`src/rtl/cnt_bank.sv`:
```
// cnt_bank: bank of NUM_CH independent WIDTH-bit up/down counters with a
// register-file style write/read port. Each channel steps on its tick strobe
// toward a programmable limit, with wrap or saturate at the terminal value,
// and emits a one-cycle terminal-count pulse on tc.
// Optional feature macro: CNT_BANK_SNAPSHOT_EN adds the snap input and a
// per-channel shadow register readable with rsel == 3.
module cnt_bank #(
    parameter int WIDTH  = 8,
    parameter int NUM_CH = 4,
    parameter int ADDR_W = 2
) (
    input  logic              clk,
    input  logic              rst,
    input  logic [NUM_CH-1:0] tick,
    input  logic              we,
    input  logic [ADDR_W-1:0] waddr,
    input  logic [1:0]        wsel,
    input  logic [WIDTH-1:0]  wdata,
    input  logic [ADDR_W-1:0] raddr,
    input  logic [1:0]        rsel,
`ifdef CNT_BANK_SNAPSHOT_EN
    input  logic              snap,
`endif
    output logic [WIDTH-1:0]  rdata,
    output logic [NUM_CH-1:0] tc
);

    localparam logic [1:0] SEL_COUNT = 2'd0;
    localparam logic [1:0] SEL_LIMIT = 2'd1;
    localparam logic [1:0] SEL_CTRL  = 2'd2;
    localparam logic [WIDTH-1:0] ONE = WIDTH'(1);

    // Flattened views of every channel's registers for the read mux.
    logic [NUM_CH*WIDTH-1:0] count_all;
    logic [NUM_CH*WIDTH-1:0] limit_all;
    logic [NUM_CH*3-1:0]     ctrl_all;
`ifdef CNT_BANK_SNAPSHOT_EN
    logic [NUM_CH*WIDTH-1:0] shadow_all;
`endif

    logic [WIDTH-1:0] rdata_q;
    logic [WIDTH-1:0] rdata_d;

    genvar gi;
    generate
        for (gi = 0; gi < NUM_CH; gi++) begin : g_ch
            logic [WIDTH-1:0] count_q, count_d;
            logic [WIDTH-1:0] limit_q, limit_d;
            logic [2:0]       ctrl_q, ctrl_d;   // {sat, dir, en}
            logic             tc_q, tc_d;
            logic             wr_hit;
            logic             step;
            logic             at_term;

            // Addresses beyond NUM_CH never match a channel, so such writes drop out here.
            assign wr_hit  = we && (waddr == ADDR_W'(gi));
            assign step    = tick[gi] && ctrl_q[0];
            // Terminal test always uses the start-of-cycle count and limit.
            assign at_term = ctrl_q[1] ? (count_q == '0) : (count_q >= limit_q);

            // Next count and tc: a count write beats a same-cycle step and suppresses tc.
            always_comb begin
                count_d = count_q;
                tc_d    = 1'b0;
                if (wr_hit && (wsel == SEL_COUNT)) begin
                    count_d = wdata;
                end else if (step) begin
                    if (at_term) begin
                        tc_d = 1'b1;
                        if (ctrl_q[2]) begin
                            count_d = ctrl_q[1] ? '0 : limit_q;
                        end else begin
                            count_d = ctrl_q[1] ? limit_q : '0;
                        end
                    end else begin
                        count_d = ctrl_q[1] ? (count_q - ONE) : (count_q + ONE);
                    end
                end
            end

            // Limit and ctrl writes land after this cycle's step has used the old values.
            always_comb begin
                limit_d = limit_q;
                ctrl_d  = ctrl_q;
                if (wr_hit && (wsel == SEL_LIMIT)) begin
                    limit_d = wdata;
                end
                if (wr_hit && (wsel == SEL_CTRL)) begin
                    ctrl_d = wdata[2:0];
                end
            end

            // Channel state registers.
            always_ff @(posedge clk) begin
                if (rst) begin
                    count_q <= '0;
                    limit_q <= '1;
                    ctrl_q  <= 3'b000;
                    tc_q    <= 1'b0;
                end else begin
                    count_q <= count_d;
                    limit_q <= limit_d;
                    ctrl_q  <= ctrl_d;
                    tc_q    <= tc_d;
                end
            end

            assign count_all[gi*WIDTH +: WIDTH] = count_q;
            assign limit_all[gi*WIDTH +: WIDTH] = limit_q;
            assign ctrl_all[gi*3 +: 3]          = ctrl_q;
            assign tc[gi]                       = tc_q;

`ifdef CNT_BANK_SNAPSHOT_EN
            logic [WIDTH-1:0] shadow_q;

            // Shadow captures the pre-step count of this cycle when snap is high.
            always_ff @(posedge clk) begin
                if (rst) begin
                    shadow_q <= '0;
                end else if (snap) begin
                    shadow_q <= count_q;
                end
            end

            assign shadow_all[gi*WIDTH +: WIDTH] = shadow_q;
`endif
        end
    endgenerate

    // Read mux over start-of-cycle register values; unmapped channels read 0.
    always_comb begin
        rdata_d = '0;
        for (int k = 0; k < NUM_CH; k++) begin
            if (raddr == ADDR_W'(k)) begin
                case (rsel)
                    SEL_COUNT: rdata_d = count_all[k*WIDTH +: WIDTH];
                    SEL_LIMIT: rdata_d = limit_all[k*WIDTH +: WIDTH];
                    SEL_CTRL:  rdata_d = {{(WIDTH-3){1'b0}}, ctrl_all[k*3 +: 3]};
`ifdef CNT_BANK_SNAPSHOT_EN
                    default:   rdata_d = shadow_all[k*WIDTH +: WIDTH];
`else
                    default:   rdata_d = '0;
`endif
                endcase
            end
        end
    end

    // Registered read data.
    always_ff @(posedge clk) begin
        if (rst) begin
            rdata_q <= '0;
        end else begin
            rdata_q <= rdata_d;
        end
    end

    assign rdata = rdata_q;

endmodule

```
`config.mk`:
```
export PLATFORM = sky130hd
export DESIGN_NAME = cnt_bank
export DESIGN_NICKNAME = d
export VERILOG_FILES = /design/src/rtl/cnt_bank.sv
export SDC_FILE = /design/constraint.sdc
export NUM_CORES = 1
export LEC_CHECK = 0
export CAP_MARGIN = 10
export CORE_MARGIN = 5
export CORE_UTILIZATION = 40
export CTS_CLUSTER_SIZE = 30
export DETAILED_ROUTE_END_ITERATION = 8
export PLACE_DENSITY = 0.55
export SLEW_MARGIN = 10
export SYNTH_ARGS = -nofsm -noshare
export SYNTH_HDL_FRONTEND = slang
export SYNTH_SLANG_ARGS = --single-unit
```
`constraint.sdc`:
```
create_clock -name clk -period 6.73 [get_ports clk]
set_input_delay 1.346 -clock clk [delete_from_list [all_inputs] [get_ports clk]]
set_output_delay 1.346 -clock clk [all_outputs]
set_load 0.01 [all_outputs]
```
==> flow_metrics.tcl, run 1 <==
set metrics [dict create \
    critPathSlowestCell "clkdlybuf4s50_1" \
    required_ps 6950 \
    fin_setup_tns_ps 0 \
    dpl.hpwl_microns 14700 \
    pre_cts_slack_ps 3020 \
    synth_top_area_share_pct 27.8 \
    synth_enable_flop_cells 0 \
    synth_nets 900 \
    critPathMaxFanout 20 \
    cp-start-kind "input pin" \
    wl_per_cell_microns 19.1 \
    io_buffers 34 \
    num_io_pins 35 \
    fin_area_sq_mm 0.00702 \
    worst_pin_slew_ps 1230 \
    grt_pass1_wl_microns 30900 \
    crit_path_end_kind "register" \
    antenna_found_initial 0 \
    wirelength_microns 19800 \
    ys_seq_area_share_pct 27.8 \
    ys_warn_count 0 \
    syn_area_sq_mm 0.00634 \
    finClkSkew_ps 4.80 \
    postRouteAntennaNets 0 \
    synth_seq_cells 88 \
    crit_family "buffers and inverters" \
    period_minus_slack_ps 3390 \
    worstSetupPathType "in -> reg" \
    diodes 0 \
    cts_tree "built" \
    cts_setup_buffers 0 \
    nets 899 \
    synth-main-ff-cell "dfxtp_1" \
    drive_above_1_share_pct 3.79 \
    root_buffer "clkbuf_16" \
    async_flop_share_pct 0 \
    rows 46 \
    place_area_sq_mm 0.00677 \
    fmax_mhz 295 \
    outcome "finished, final reports clean" \
    worstPathCellList "clkdlybuf4s50_1 > inv_1 > nor2_1 > a21oi_1 > nor3_1" \
    hold-worst-slack_ps 532 \
    final_cell_mix "88 x dfxtp_1, 79 x nor2_1, 71 x nand2_1, 58 x a21oi_1, 56 x ha_1" \
    cts_buffers 9 \
    insertion_delay_ps 350 \
    dr.pass1.iters 5 \
    dieHeight_microns 136 \
    finalCritPeriodShare_pct 50.3 \
    gp_congestion 0.883 \
    slew_headroom_pct 18.0 \
    hold_viol 0 \
    ctsHoldBuffers 0 \
    synthTopCellsByArea "dfxtp_1 28%, ha_1 11%, mux2i_1 5.2%, nor2_1 4.7%, a21oi_1 4.6%" \
    final_common_cell "dfxtp_1" \
    setup_viol 0 \
    die_w_microns 136 \
    core_sq_mm 0.0157 \
    dieArea_sq_mm 0.0185 \
    grt_overflow 0 \
    finalMaxSlewViolations 0 \
    vias 6006 \
    cpPeakStageDelay_ps 1170 \
    post_cts_resized 0 \
    cts_max_path_buffers 2 \
    synth_cell_types 62 \
    cts-htree-levels 3 \
    p_leak_nw 3.03 \
    area_growth_pct 10.8 \
    syn_inst 817 \
    avgSynthCellArea_sq_um 7.76 \
    grt.total_usage_pct 21.4 \
    grt_pass1_vias 5665 \
    cp_num_buf_inv 2 \
    start_util_pct 40.3 \
    cp.arrival_ps 3610 \
    rsz0062_at_grt "no" \
    grt_max_degree 59 \
    postLayoutSetupSlackWorst_ps 3340 \
    drc 0 \
    drv_cap 0 \
    p_per_area_mw_per_mm2 164 \
    fill_cells 1595 \
    yosysTopAreaCell "dfxtp_1" \
    clkTransAtPathRegs_ps 60 \
    viasPerCell 5.80 \
    first_iter_violations 603 \
    irDropWorstVdd_uv 85.1 \
    hold_class "reg -> reg" \
    clock-sinks 88 \
]
worst reg2reg max path, cell delays in order (launching register included):
cell      delay (ps)
dfxtp_1          470
inv_1            150
ha_1             300
nand2b_1         140
a211oi_1         210
o21ai_0          120
a31oi_1          950
mux2_2           430
o22ai_1          150
flip-flops by register name, indices dropped and copies added (netlist names):
signal / cells
g_ch.ctrl_q: 12
g_ch.limit_q: 32
g_ch.count_q: 32
rdata: 8
g_ch.tc_q: 4
routing by layer:
metal  track usage, %  share of wire (%)
met5                0                  0
met4             6.83                2.6
met3             2.89                3.5
met2             35.9                 47
met1             28.6                 46
cell type report:
cell class / count / area (sq um) / area share (%)
clock inverter: 1 / 5.00 / 0.0713
timing repair buffer: 39 / 373 / 5.31
tap: 216 / 270 / 3.85
multi-input combinational: 633 / 4190 / 59.7
clock buffer: 13 / 250 / 3.56
inverter: 45 / 169 / 2.41
sequential: 88 / 1760 / 25.1
synthesized netlist by cell type (4+ instances only):
cell type and n:
nand4_1 5, a31oi_1 12, o21a_1 9, a21oi_1 58
nor3_1 23, dfxtp_1 88, a211oi_1 18, and2_1 6
and3_1 13, o211ai_1 28, xnor2_1 10, nor4_1 8
buf_4 4, nor2_1 79, nand2b_1 8, a211o_1 8
or3_1 5, xor2_1 13, inv_1 44, mux2i_1 33
a22oi_1 7, nor2b_1 9, a311oi_1 4, or4_1 4
or2_2 4, fa_1 4, a21o_1 11, nand2_1 71
nand3_1 17, clkbuf_1 39, o21ai_0 55, ha_1 56
o22ai_1 20
power by group:
group | leakage [nW] | switching (mW) | internal [mW] | total (mW)
registers | 0.714 | 0.0156 | 0.533 | 0.548
logic | 2.19 | 0.0842 | 0.0556 | 0.140
clock network | 0.126 | 0.205 | 0.256 | 0.461
total | 3.03 | 0.304 | 0.844 | 1.15
through the flow:
| stage | instances | util, % | power (mW) |
|---|---|---|---|
| global placement | 1021 | 43.1 | 0.696 |
| floorplan | 817 | - | 0.643 |
| detailed placement | 1021 | 43.1 | 0.698 |
| CTS | 1035 | 44.7 | 1.16 |
| global route | 1035 | 44.7 | 1.19 |
| finish | 1035 | 44.7 | 1.15 |
cell families (layout without fill, tap and decap cells):
logic type / after synthesis / in the layout / share of synthesized area, %
and+or+nand+nor: 261 / 261 / 19.4
AOI/OAI and AO/OA: 254 / 254 / 25.7
buffers and inverters: 96 / 98 / 6.02
DFF: 88 / 88 / 27.8
adders and majority gates: 60 / 60 / 12.3
muxes: 35 / 35 / 5.57
xor gates and xnor gates: 23 / 23 / 3.18
path summary, 6_finish.rpt:
kind | to | cells past startpoint | slack [ps] | start
worst min register to register | g_ch[3].ctrl_q[2] | 2 | 530 | g_ch[3].ctrl_q[2]
worst max-delay path | rdata[6] | 5 | 3340 | rsel[0]
worst max register to register | g_ch[3].count_q[1] | 8 | 3730 | g_ch[3].count_q[0]
worst min-delay path | g_ch[3].ctrl_q[2] | 2 | 530 | g_ch[3].ctrl_q[2]
(Power assumes the default switching activity.)
==> inputs of run 2 (changes only) <==
==> constraint.sdc (replaced) <==
create_clock -name clk -period 3.3 [get_ports clk]
set_input_delay 0.66 -clock clk [delete_from_list [all_inputs] [get_ports clk]]
set_output_delay 0.66 -clock clk [all_outputs]
set_load 0.01 [all_outputs]
==> flow_metrics.tcl, run 2 (synthesis results as in run 1) <==
set metrics [dict create \
    ctsHoldBuffers 0 \
    viasPerCell 5.89 \
    setup_viol 0 \
    cts_max_path_buffers 2 \
    pwr-share-comb_pct 12.3 \
    p_per_area_mw_per_mm2 338 \
    final_core_util_pct 45.5 \
    irDropWorstVdd_uv 192 \
    drive_above_1_share_pct 5.76 \
    period_minus_slack_ps 2630 \
    grt_overflow 0 \
    dieArea_sq_mm 0.0185 \
    postRouteAntennaNets 0 \
    finalMaxSlewViolations 0 \
    final_common_cell "dfxtp_1" \
    grt_pass1_wl_microns 32200 \
    nets 912 \
    wirelength_microns 20500 \
    rows 46 \
    post_cts_resized 0 \
    crit_path_end_kind "register" \
    clkPwrFrac_pct 41.4 \
    hold_depth 2 \
    worstSetupPathType "reg -> reg" \
    cts_buffers 9 \
    rsz0062_at_grt "no" \
    core_sq_mm 0.0157 \
    area_growth_pct 12.8 \
    fmax_mhz 381 \
    worst_pin_slew_ps 772 \
    finalPower_mw 2.41 \
    finClkSkew_ps 9.47 \
    hold_class "reg -> reg" \
    grt_pass1_vias 5881 \
    clkTransAtPathRegs_ps 60 \
    gp_congestion 0.883 \
    cp.arrival_ps 2870 \
    power.switching_uw 642 \
    final_cell_mix "88 x dfxtp_1, 79 x nor2_1, 71 x nand2_1, 58 x a21oi_1, 56 x ha_1" \
    p_int_mw 1.77 \
    antenna_found_initial 0 \
    drc 0 \
    worst_r2r_path_depth 9 \
    dieHeight_microns 136 \
    drv_cap 0 \
    cts_setup_buffers 0 \
    insertion_delay_ps 350 \
    slew_headroom_pct 48.4 \
    dpl.hpwl_microns 15100 \
    first_iter_violations 617 \
    cts_tree "built" \
    largestRegisters "g_ch.count_q (32), g_ch.limit_q (32), g_ch.ctrl_q (12)" \
    outcome "finished, final reports clean" \
    clock-sinks 88 \
    wl_per_cell_microns 19.5 \
    vias 6183 \
    dr.pass1.iters 5 \
    root_buffer "clkbuf_16" \
    io_buffers 34 \
    grt.total_usage_pct 22.2 \
    start_util_pct 40.3 \
    finalCritPeriodShare_pct 79.6 \
    diodes 0 \
    p_leak_nw 3.11 \
    num_io_pins 35 \
    die_w_microns 136 \
    cp-start-kind "register" \
    hold_viol 0 \
    critPathMaxFanout 10 \
    cts-htree-levels 3 \
    power.share.switching_pct 26.6 \
    grt_max_degree 38 \
    fin_setup_tns_ps 0 \
    seq_power_share_pct 46.3 \
    required_ps 3540 \
]
run 2: changes by cell type in the layout (fill, tap and decap cells not counted), sizes merged:
cell and delta:
buf +13, clkinv +2
run 2: critical path: stages (launching register included):
cell and delay (ps):
dfxtp_1 460, inv_1 130, ha_1 280, nand2b_1 90, a31oi_1 90, o21a_1 190
a21oi_1 590, buf_4 280, nand4_1 110, a311oi_1 310
run 2: area by class of cell:
class | instances | area, sq um
fill | 1575 | 8560
multi-input combinational | 633 | 4190
sequential | 88 | 1760
timing repair buffer | 52 | 470
clock buffer | 13 | 270
tap | 216 | 270
inverter | 45 | 169
clock inverter | 3 | 15.0
run 2: worst paths after layout:
check / startpoint / end / slack, ps
worst max register to register: g_ch[2].count_q[0] / g_ch[2].count_q[0] / 670
worst max-delay path: g_ch[2].count_q[0] / g_ch[2].count_q[0] / 670
worst min-delay path: g_ch[3].ctrl_q[2] / g_ch[3].ctrl_q[2] / 530
worst min register to register: g_ch[3].ctrl_q[2] / g_ch[3].ctrl_q[2] / 530
run 2: power groups by stage:
stage,Combinational [mW],Clock (mW),Sequential [mW]
2_1_floorplan,0.182,0,1.13
3_3_place_gp,0.289,0,1.14
3_5_place_dp,0.294,0,1.14
4_1_cts,0.296,1.01,1.12
5_1_grt,0.325,1.05,1.12
6_report,0.298,0.999,1.12
run 2: routing by layer:
metal,routed length (microns),vias to the layer above,track usage [%]
li1,-,2998,-
met1,9250,2934,30.4
met2,9420,203,35.7
met3,1110,48,2.70
met4,699,0,8.90
met5,0,-,0
run 2: stage by stage:
stage / hold slack, ps / area, sq um / cells / setup WS [ps]
final: 527 / 7150 / 1050 / 673
after global routing: 546 / 7150 / 1050 / 509
after CTS: 533 / 7150 / 1050 / 642
after detailed placement: 523 / 6860 / 1034 / 436
after global placement: 509 / 6860 / 1034 / 528
after floorplan: 468 / 6340 / 817 / 1070
